$ cat src/rtl/seg7_defs_pkg.sv
// Shared definitions for the 7-segment readback path: segment bit order,
// hex glyph table (active-high), blank pattern and monitor state encoding.
package seg7_defs;

  localparam int SEG_A = 0;
  localparam int SEG_B = 1;
  localparam int SEG_C = 2;
  localparam int SEG_D = 3;
  localparam int SEG_E = 4;
  localparam int SEG_F = 5;
  localparam int SEG_G = 6;

  // Index i holds the lit-segment pattern for hex digit i (1 = segment on).
  localparam logic [6:0] HEX_GLYPHS [16] = '{
    7'h3F, 7'h06, 7'h5B, 7'h4F, 7'h66, 7'h6D, 7'h7D, 7'h07,
    7'h7F, 7'h6F, 7'h77, 7'h7C, 7'h39, 7'h5E, 7'h79, 7'h71
  };

  localparam logic [6:0] BLANK = 7'h00;

  typedef enum logic [1:0] {
    IDLE   = 2'd0,
    SETTLE = 2'd1,
    HOLD   = 2'd2
  } state_e;

endpackage

$ cat src/rtl/seg7_to_hex.sv
// Combinational inverse of the hex display encoder: maps a segment pattern
// back to its digit and flags blank or unrecognised patterns.
module seg7_to_hex
  import seg7_defs::*;
(
  input  logic [6:0] pattern,
  input  logic       polarity,
  output logic [3:0] value,
  output logic       legal,
  output logic       blank
);

  logic [6:0] lit;

  // polarity=1 means a lit segment is driven low, so normalise to active-high first.
  always_comb begin
    lit   = polarity ? ~pattern : pattern;
    blank = (lit == BLANK);
    value = 4'd0;
    legal = 1'b0;
    for (int i = 0; i < 16; i++) begin
      if (lit == HEX_GLYPHS[i]) begin
        value = 4'(i);
        legal = 1'b1;
      end
    end
  end

endmodule

$ cat src/rtl/seg7_readback_decoder.sv
// Readback monitor for the adder's sum/carry displays: debounces the segment
// buses, decodes settled patterns and reports new results or illegal glyphs.
module seg7_readback_decoder
  import seg7_defs::*;
#(
  parameter int unsigned STABLE_CYCLES = 4,
  parameter bit          ACTIVE_LOW    = 1'b1
) (
  input  logic       clock,
  input  logic       reset,
  input  logic [6:0] seg_sum,
  input  logic [6:0] seg_carry,
  output logic [3:0] sum_val,
  output logic       carry_val,
  output logic       valid,
  output logic       err
);

  localparam logic [6:0]  BLANK_IN   = ACTIVE_LOW ? ~BLANK : BLANK;
  localparam logic [13:0] BLANK_PAIR = {BLANK_IN, BLANK_IN};
  localparam logic [7:0]  STABLE_MAX = 8'(STABLE_CYCLES);
  localparam logic [7:0]  ACCEPT_AT  = (STABLE_CYCLES >= 2) ? 8'(STABLE_CYCLES - 2) : 8'd0;

  logic [13:0] samp_q, samp_d;
  logic [13:0] samp_prev_q, samp_prev_d;
  logic [7:0]  cnt_q, cnt_d;
  state_e      state_q, state_d;
  logic [3:0]  sum_val_q, sum_val_d;
  logic        carry_val_q, carry_val_d;
  logic        valid_q, valid_d;
  logic        err_q, err_d;
  logic        reported_q, reported_d;

  logic [3:0]  sum_dec, carry_dec;
  logic        sum_legal, carry_legal;
  logic        sum_blank, carry_blank;
  logic        changed;
  logic        pair_ok;

  seg7_to_hex u_sum_dec (
    .pattern  (samp_q[6:0]),
    .polarity (ACTIVE_LOW),
    .value    (sum_dec),
    .legal    (sum_legal),
    .blank    (sum_blank)
  );

  seg7_to_hex u_carry_dec (
    .pattern  (samp_q[13:7]),
    .polarity (ACTIVE_LOW),
    .value    (carry_dec),
    .legal    (carry_legal),
    .blank    (carry_blank)
  );

  // A change always wins over a count that would complete on the same edge.
  always_comb begin
    samp_d      = {seg_carry, seg_sum};
    samp_prev_d = samp_q;
    changed     = (samp_q != samp_prev_q);
    pair_ok     = sum_legal && carry_legal && (carry_dec <= 4'd1);

    cnt_d       = cnt_q;
    state_d     = state_q;
    sum_val_d   = sum_val_q;
    carry_val_d = carry_val_q;
    valid_d     = 1'b0;
    err_d       = err_q;
    reported_d  = reported_q;

    if (changed) begin
      cnt_d   = 8'd0;
      state_d = SETTLE;
    end else begin
      if (cnt_q < STABLE_MAX) begin
        cnt_d = cnt_q + 8'd1;
      end
      if (state_q == SETTLE && cnt_q == ACCEPT_AT) begin
        state_d = HOLD;
        if (sum_blank || carry_blank) begin
          // blank digit: nothing to report, keep previous outputs and err
        end else if (!pair_ok) begin
          err_d = 1'b1;
        end else begin
          sum_val_d   = sum_dec;
          carry_val_d = carry_dec[0];
          err_d       = 1'b0;
          reported_d  = 1'b1;
          valid_d     = !reported_q || err_q ||
                        (sum_dec != sum_val_q) || (carry_dec[0] != carry_val_q);
        end
      end
    end
  end

  always_ff @(posedge clock) begin
    if (reset) begin
      samp_q      <= BLANK_PAIR;
      samp_prev_q <= BLANK_PAIR;
      cnt_q       <= 8'd0;
      state_q     <= IDLE;
      sum_val_q   <= 4'd0;
      carry_val_q <= 1'b0;
      valid_q     <= 1'b0;
      err_q       <= 1'b0;
      reported_q  <= 1'b0;
    end else begin
      samp_q      <= samp_d;
      samp_prev_q <= samp_prev_d;
      cnt_q       <= cnt_d;
      state_q     <= state_d;
      sum_val_q   <= sum_val_d;
      carry_val_q <= carry_val_d;
      valid_q     <= valid_d;
      err_q       <= err_d;
      reported_q  <= reported_d;
    end
  end

  assign sum_val   = sum_val_q;
  assign carry_val = carry_val_q;
  assign valid     = valid_q;
  assign err       = err_q;

endmodule
$ cat config.mk
export PLATFORM = sky130hd
export DESIGN_NAME = seg7_readback_decoder
export DESIGN_NICKNAME = d
export VERILOG_FILES = /design/src/rtl/seg7_defs_pkg.sv /design/src/rtl/seg7_to_hex.sv /design/src/rtl/seg7_readback_decoder.sv
export SDC_FILE = /design/constraint.sdc
export NUM_CORES = 1
export LEC_CHECK = 0
export CAP_MARGIN = 20
export CORE_UTILIZATION = 50
export DETAILED_ROUTE_END_ITERATION = 6
export GPL_ROUTABILITY_DRIVEN = 0
export HOLD_SLACK_MARGIN = 0.02
export PLACE_DENSITY = 0.79
export SETUP_SLACK_MARGIN = 0.02
export SLEW_MARGIN = 25
export SYNTH_ARGS = -nofsm -noshare
export SYNTH_HDL_FRONTEND = slang
export SYNTH_SLANG_ARGS = --single-unit
$ cat constraint.sdc
create_clock -name clock -period 1.75 [get_ports clock]
set_input_delay 0.175 -clock clock [delete_from_list [all_inputs] [get_ports clock]]
set_output_delay 0.175 -clock clock [all_outputs]
set_load 0.02 [all_outputs]
# --- After elaboration in Yosys (flattened, before gate mapping) ---
# Index checks and enable logic that the tools add are counted.
classes:
  magnitude_cmp: 2
  muxes: 65
  add_sub_neg: 1
  n_eq_ne: 37
  bitwise: 6
  reduce_logical: 15
op_table:
  columns: ["op", "n"]
  rows:
  - ["7-bit == test, second input constant", 24]
  - ["4-bit 2-to-1 mux", 16]
  - ["1-bit 2-to-1 mux", 37]
  - ["7-bit by 3-bit == test with 1-bit output, second input constant", 4]
  - ["7-bit by 6-bit == test with 1-bit output, second input constant", 4]
  - ["3-bit 2-to-1 mux", 8]
  - ["7-bit zero test", 2]
  - ["14-bit inequality test", 1]
  - ["7-bit NOT", 2]
  - ["8-bit by 1-bit adder with 8-bit output, second input constant", 1]
  - ["8-bit by 2-bit == test with 1-bit output, second input constant", 1]
  - ["8-bit by 3-bit < comparator with 1-bit output, second input constant", 1]
  - ["2-bit 2-to-1 mux", 4]
  - ["5-bit OR reduction", 1]
  - ["4-bit by 1-bit less-or-equal comparator with 1-bit output, second input constant", 1]
  - ["1-bit logical OR", 4]
  - ["4-bit inequality test", 1]
  - ["1-bit NOT", 4]
  - ["4-bit AND reduction", 1]
  - ["1-bit logical AND", 3]
  - ["3-bit AND reduction", 1]
  - ["2-bit by 1-bit == test with 1-bit output, second input constant", 1]
  - ["2-bit nonzero test", 1]
  - ["2-bit OR reduction", 1]
  - ["other kinds (2)", 2]
word_totals:
  input_bits: 16
  word_cells: 136
  ff_bits: 46
  out_inout_bits: 7

# --- Longest topological paths before layout ---
logic_depth:
  depth_word: 22
  mapped_depth: 8
  mapped_depth_nobuf: 8

# --- Hierarchy ---
# From an unflattened synthesis, not the netlist that was laid out.
hier_totals:
  cells_unflattened: 355
  area_unflattened_um2: 3030.4
by_module_without_submodules:
  columns: ["mod", "cells_per_inst", "area_each_um2", "n_inst"]
  rows:
  - ["seg7_readback_decoder", 163, 1691.6, 1]
  - ["seg7_to_hex", 96, 669.4, 2]

# --- Worst setup path before layout ---
# No wires, ideal clock.
synth_path:
  kind: "register to register"
  startpoint: "register samp_q[5], in the netlist samp_prev_d[5]"
  endpoint: "register sum_val_q[0], in the netlist sum_val[0]"
  arrival_time_ns: 1.728
  setup_ns: 0.136
  synth_period_minus_slack_ns: 1.864
  path_slack_ns: -0.114
  path_stages_with_launch: 7
  cell_sequence: "dfxtp_1 > buf_6 > or3_1 > o22a_2 > o21ba_4 > a2111oi_0 > a211oi_1"
synth_between:
  elab_chain_len: 21
  word_cells_on_any_way: 56
synth_rtl:
  columns: ["element", "line", "source"]
  rows:
  - ["start, declared", "seg7_readback_decoder.sv:24", "logic [13:0] samp_q, samp_d;"]
  - ["start signal, assigned", "seg7_readback_decoder.sv:108", "samp_q <= samp_d;"]
  - ["7-bit NOT", "seg7_to_hex.sv:17", "lit = polarity ? ~pattern : pattern;"]
  - ["7-bit by 6-bit == test with 1-bit output", "seg7_to_hex.sv:22", "if (lit == HEX_GLYPHS[i]) begin"]
  - ["1-bit 2-to-1 mux (16 in series)", "seg7_to_hex.sv:22", null]
  - ["1-bit logical AND (2 in series)", "seg7_readback_decoder.sv:61", "pair_ok = sum_legal && carry_legal && (carry_dec <= 4'd1);"]
  - ["4-bit AND reduction (no source line)", null, null]
  - ["end signal, assigned", "seg7_readback_decoder.sv:112", "sum_val_q <= sum_val_d;"]
  - ["end, declared", "seg7_readback_decoder.sv:28", "logic [3:0] sum_val_q, sum_val_d;"]
# Parallel ways exist; a longest one is shown, timed or not.
# A chain may end at the register's enable or synchronous reset.

# --- Worst setup path after layout ---
layout_path:
  startpoint: "register samp_q[0], in the netlist samp_prev_d[0]"
  endpoint: "register valid_q, in the netlist valid"
layout_between:
  elab_chain_len: 22
  word_cells_on_any_way: 58
layout_rtl:
  columns: ["element", "line", "source"]
  rows:
  - ["7-bit NOT", "seg7_to_hex.sv:17", null]
  - ["7-bit by 6-bit == test with 1-bit output", "seg7_to_hex.sv:22", null]
  - ["1-bit 2-to-1 mux (16 in series)", "seg7_to_hex.sv:22", null]
  - ["1-bit logical AND (2 in series)", "seg7_readback_decoder.sv:61", null]
  - ["1-bit NOT (no source line)", null, null]
  - ["5-bit OR reduction (no source line)", null, null]
  - ["end signal, assigned", "seg7_readback_decoder.sv:114", "valid_q <= valid_d;"]
  - ["end, declared", "seg7_readback_decoder.sv:30", "logic valid_q, valid_d;"]
# Parallel ways exist; a longest one is shown, timed or not.

==> impl_metrics.py <==
metrics = {
    "outcome": {
        "status": "complete, but fails checks",
        "violations": "negative setup slack",
    },
    "critical_path": {
        "path_buf_inv": 0,
        "startpoint_type": "flop",
        "crit_chain": "and3b_1 > and3_1 > a41o_1 > or3_1 > a2111oi_2 > a211oi_1",
        "slowest_delay_ns": 0.40,
        "worstPathArrival_ns": 2.13,
        "worst-r2r-cell-count": 6,
        "r2r_end": "valid$_SDFF_PP0_",
        "crit_required_ns": 1.93,
        "cp_max_fo": 8,
        "worstSetupPathType": "flop to flop",
        "crit_path_top_delay_cell": "dfxtp_4",
        "path_delay_family": "simple AND/OR/NAND/NOR gates",
        "r2r-start": "samp_prev_d[0]$_SDFF_PP1_",
        "r2r_slack_ns": -0.20,
        "endpoint_kind": "flop",
    },
    "sta": {
        "finalSetupViolCount": 8,
        "rsz0062_at_grt": "yes",
        "fmax_mhz": 513.0,
        "fin_crit_ns": 1.949,
        "relSlewSlack_pct": 72.27,
        "tns_ns": -0.7805,
        "fin_ws_ns": -0.1992,
        "tightestPinTransition_ns": 0.4102,
        "hold_viol": 0,
        "finalClockSkew_ns": 0.006610,
        "drv_slew": 0,
        "fin_crit_sh_pct": 111.4,
    },
    "die": {
        "initial_core_util_pct": 53.42,
        "chipHeight_um": 68.31,
        "core_area_sq_um": 4115,
        "row_count": 23,
        "die_area_sq_um": 4666,
        "die_x_um": 68.31,
        "io_pins": 23,
    },
    "cells_and_area": {
        "multi_input_area_sq_um": 1309,
        "fillerInstances": 280,
        "diodes": 0,
        "seq_area_sq_um": 948.4,
        "final_area_sq_um": 3126,
        "area_growth_syn_to_layout_pct": 42.17,
        "finalNetCount": 318,
        "drive_gt1_share_pct": 44.85,
        "final_cells": 351,
    },
    "cts": {
        "insertion_delay_ns": 0.30,
        "hold_buffers": 0,
        "cts_buffer_depth": 2,
        "path_clk_slew_ns": 0.09,
        "cts-root-buf": "clkbuf_8",
        "cts_tree": "yes",
        "numCtsBuffers": 5,
        "cts_sinks": 46,
        "cts_max_level": 2,
    },
    "synthesis": {
        "synth_common_cells": "dfxtp_1 (46), or2_2 (30), xnor2_1 (18)",
        "synth_simple_gate_area_share_pct": 27.09,
        "ys_types": 56,
        "synth-xor-area-share_pct": 8.367,
        "synth.most_common_cell": "dfxtp_1",
        "synth_seq_area_share_pct": 41.89,
        "synth_area_leaders": "dfxtp_1 (42%), or2_2 (8.5%), xnor2_1 (7.2%)",
        "ys_warn_count": 0,
        "synth-edff-count": 0,
        "yosys_register_bits": 46,
        "syn-num-nets": 251,
        "synth_fa_ha_area_share_pct": 1.138,
        "synth_top_area_share_pct": 41.89,
        "syn-cell-area_sq_um": 2198,
        "synthMuxAreaShare_pct": 0,
        "synthFlopType": "dfxtp_1",
        "avgSynthCellArea_sq_um": 9.435,
        "netlist_instances": 233,
        "synth_compound_area_share_pct": 15.59,
        "ys_async_sr_fraction_pct": 0,
        "synth_top_cell_by_area": "dfxtp_1",
        "synth_top_family_by_area": "simple AND/OR/NAND/NOR gates",
    },
    "detailed_routing": {
        "drt-initial-drc-count": 146,
        "antenna_left": 0,
        "via_per_inst": 5.507,
        "drt-total-wl_um": 5396,
        "num_vias": 1933,
        "wire_per_inst_um": 15.37,
        "drc": 0,
        "firstDrtPassIters": 5,
    },
    "pwr": {
        "p_comb_share_pct": 12.9,
        "leakagePower_nw": 1.229,
        "power_switching_w": 0.0005267,
        "p_per_area_nw_per_um2": 702.2,
        "power.internal_w": 0.001668,
        "p_clk_share_pct": 36.5,
        "p_sw_share_pct": 24.00,
        "pwr-share-seq_pct": 50.6,
        "power_w": 0.002195,
        "ir_drop_mv": 0.5415,
    },
    "worst_hold_path": {
        "min-delay-start": "seg_sum[5]",
        "hold_path_end": "samp_prev_d[5]$_SDFF_PP1_",
        "holdPathStages": 2,
        "min_path_type": "input pin to flop",
    },
    "placed_design": {
        "dp_hpwl_um": 3352,
        "io_buffers": 22,
        "dp_cells": 332,
        "placed_area_sq_um": 2748,
        "post-place-ws_ns": -0.2426,
    },
    "flow_run": {
        "drv_cap": 0,
    },
    "global_routing": {
        "grt_max_degree": 43,
        "antenna_found_initial": 0,
        "gr-usage-all-layers_pct": 24.55,
        "grt_pass1_vias": 1768,
        "grt_pass1_wl_um": 8376,
        "grt_remaining_overflow": 0,
    },
}
==> kinds of logic after synthesis <==
group                      count (synthesis)
AOI/OAI and AO/OA                         43
xor gates and xnor gates                  21
adders and majority gates                  2
buffers and inverters                     24
DFF                                       46
and+or+nand+nor                           97
==> layer usage <==
layer  GRT usage (%)  up-vias  routed length (um)
met5               0        -                   0
met4           9.375        0                 116
met2           39.58       51                2575
li1                -      950                   -
met3           4.500       16                 253
met1           32.25      916                2450
==> worst register-to-register path, stage by stage, from the launching register on <==
cell and delay [ns]:
dfxtp_4 0.40, and3b_1 0.22, and3_1 0.19, a41o_1 0.25
or3_1 0.37, a2111oi_2 0.30, a211oi_1 0.11
==> flip-flops by register name, summed over array words and instances (netlist names), 2 cells and up <==
signal,count
cnt_q,8
samp_prev_q,14
sum_val,4
state_q,2
samp_prev_d,14
==> layout by cell type (no fill, tap or decap), types with 4 or more instances in the layout <==
master | synthesis | layout
a211oi_1 | 8 | 5
a211oi_2 | 1 | 4
a21oi_1 | 6 | 5
and2_1 | 5 | 5
buf_4 | 2 | 45
buf_6 | 4 | 5
clkbuf_8 | 0 | 5
clkdlybuf4s50_1 | 0 | 22
dfxtp_1 | 46 | 36
dfxtp_2 | 0 | 4
dfxtp_4 | 0 | 6
inv_1 | 10 | 9
nand4_1 | 8 | 8
nor2_1 | 13 | 10
nor3_2 | 0 | 5
or2_2 | 30 | 30
xnor2_1 | 18 | 15
==> power by group through the flow <==
stage	Combinational (W)	Sequential [W]	Clock (W)
after floorplan	0.000144	0.00112	0
after global placement	0.000225	0.00114	0
after detailed placement	0.000230	0.00114	0
after CTS	0.000254	0.00111	0.000803
after global routing	0.000305	0.00112	0.000844
final	0.000284	0.00111	0.000801
==> through the flow <==
step	util, %	hold WS [ns]
global route	75.95	0.4210
detailed placement	66.77	0.4426
floorplan	-	0.2788
CTS	72.97	0.4219
finish	75.95	0.4271
global placement	66.77	0.4339
==> cell type report <==
type                    count  area share [%]
flip-flops and latches     46           30.34
multi-input cells         163           41.87
clock buffers               5           2.202
well taps                  50           2.002
repair buffers             74           20.94
clock inverters             3           1.441
inverters                  10           1.201
==> worst max-delay path by stage <==
stage | startpoint | endpoint | slack, ns | cells past startpoint
floorplan | samp_prev_d[1]$_SDFF_PP1_ | valid$_SDFF_PP0_ | -0.06 | 7
global placement | samp_prev_d[4]$_SDFF_PP1_ | carry_val$_SDFFE_PP0P_ | -0.21 | 8
detailed placement | samp_prev_d[1]$_SDFF_PP1_ | sum_val[1]$_SDFFE_PP0P_ | -0.24 | 8
CTS | samp_prev_d[0]$_SDFF_PP1_ | valid$_SDFF_PP0_ | -0.12 | 6
global route | samp_prev_d[0]$_SDFF_PP1_ | valid$_SDFF_PP0_ | -0.29 | 6
finish | samp_prev_d[0]$_SDFF_PP1_ | valid$_SDFF_PP0_ | -0.20 | 6
==> what timing repair did <==
item | 4_1_cts | 5_1_grt
setup endpoints to repair | 16 | 17
resized for setup | 28 | 22
buffers inserted | 5 | 6
pin swaps | 3 | 6
(Power assumes the default switching activity.)
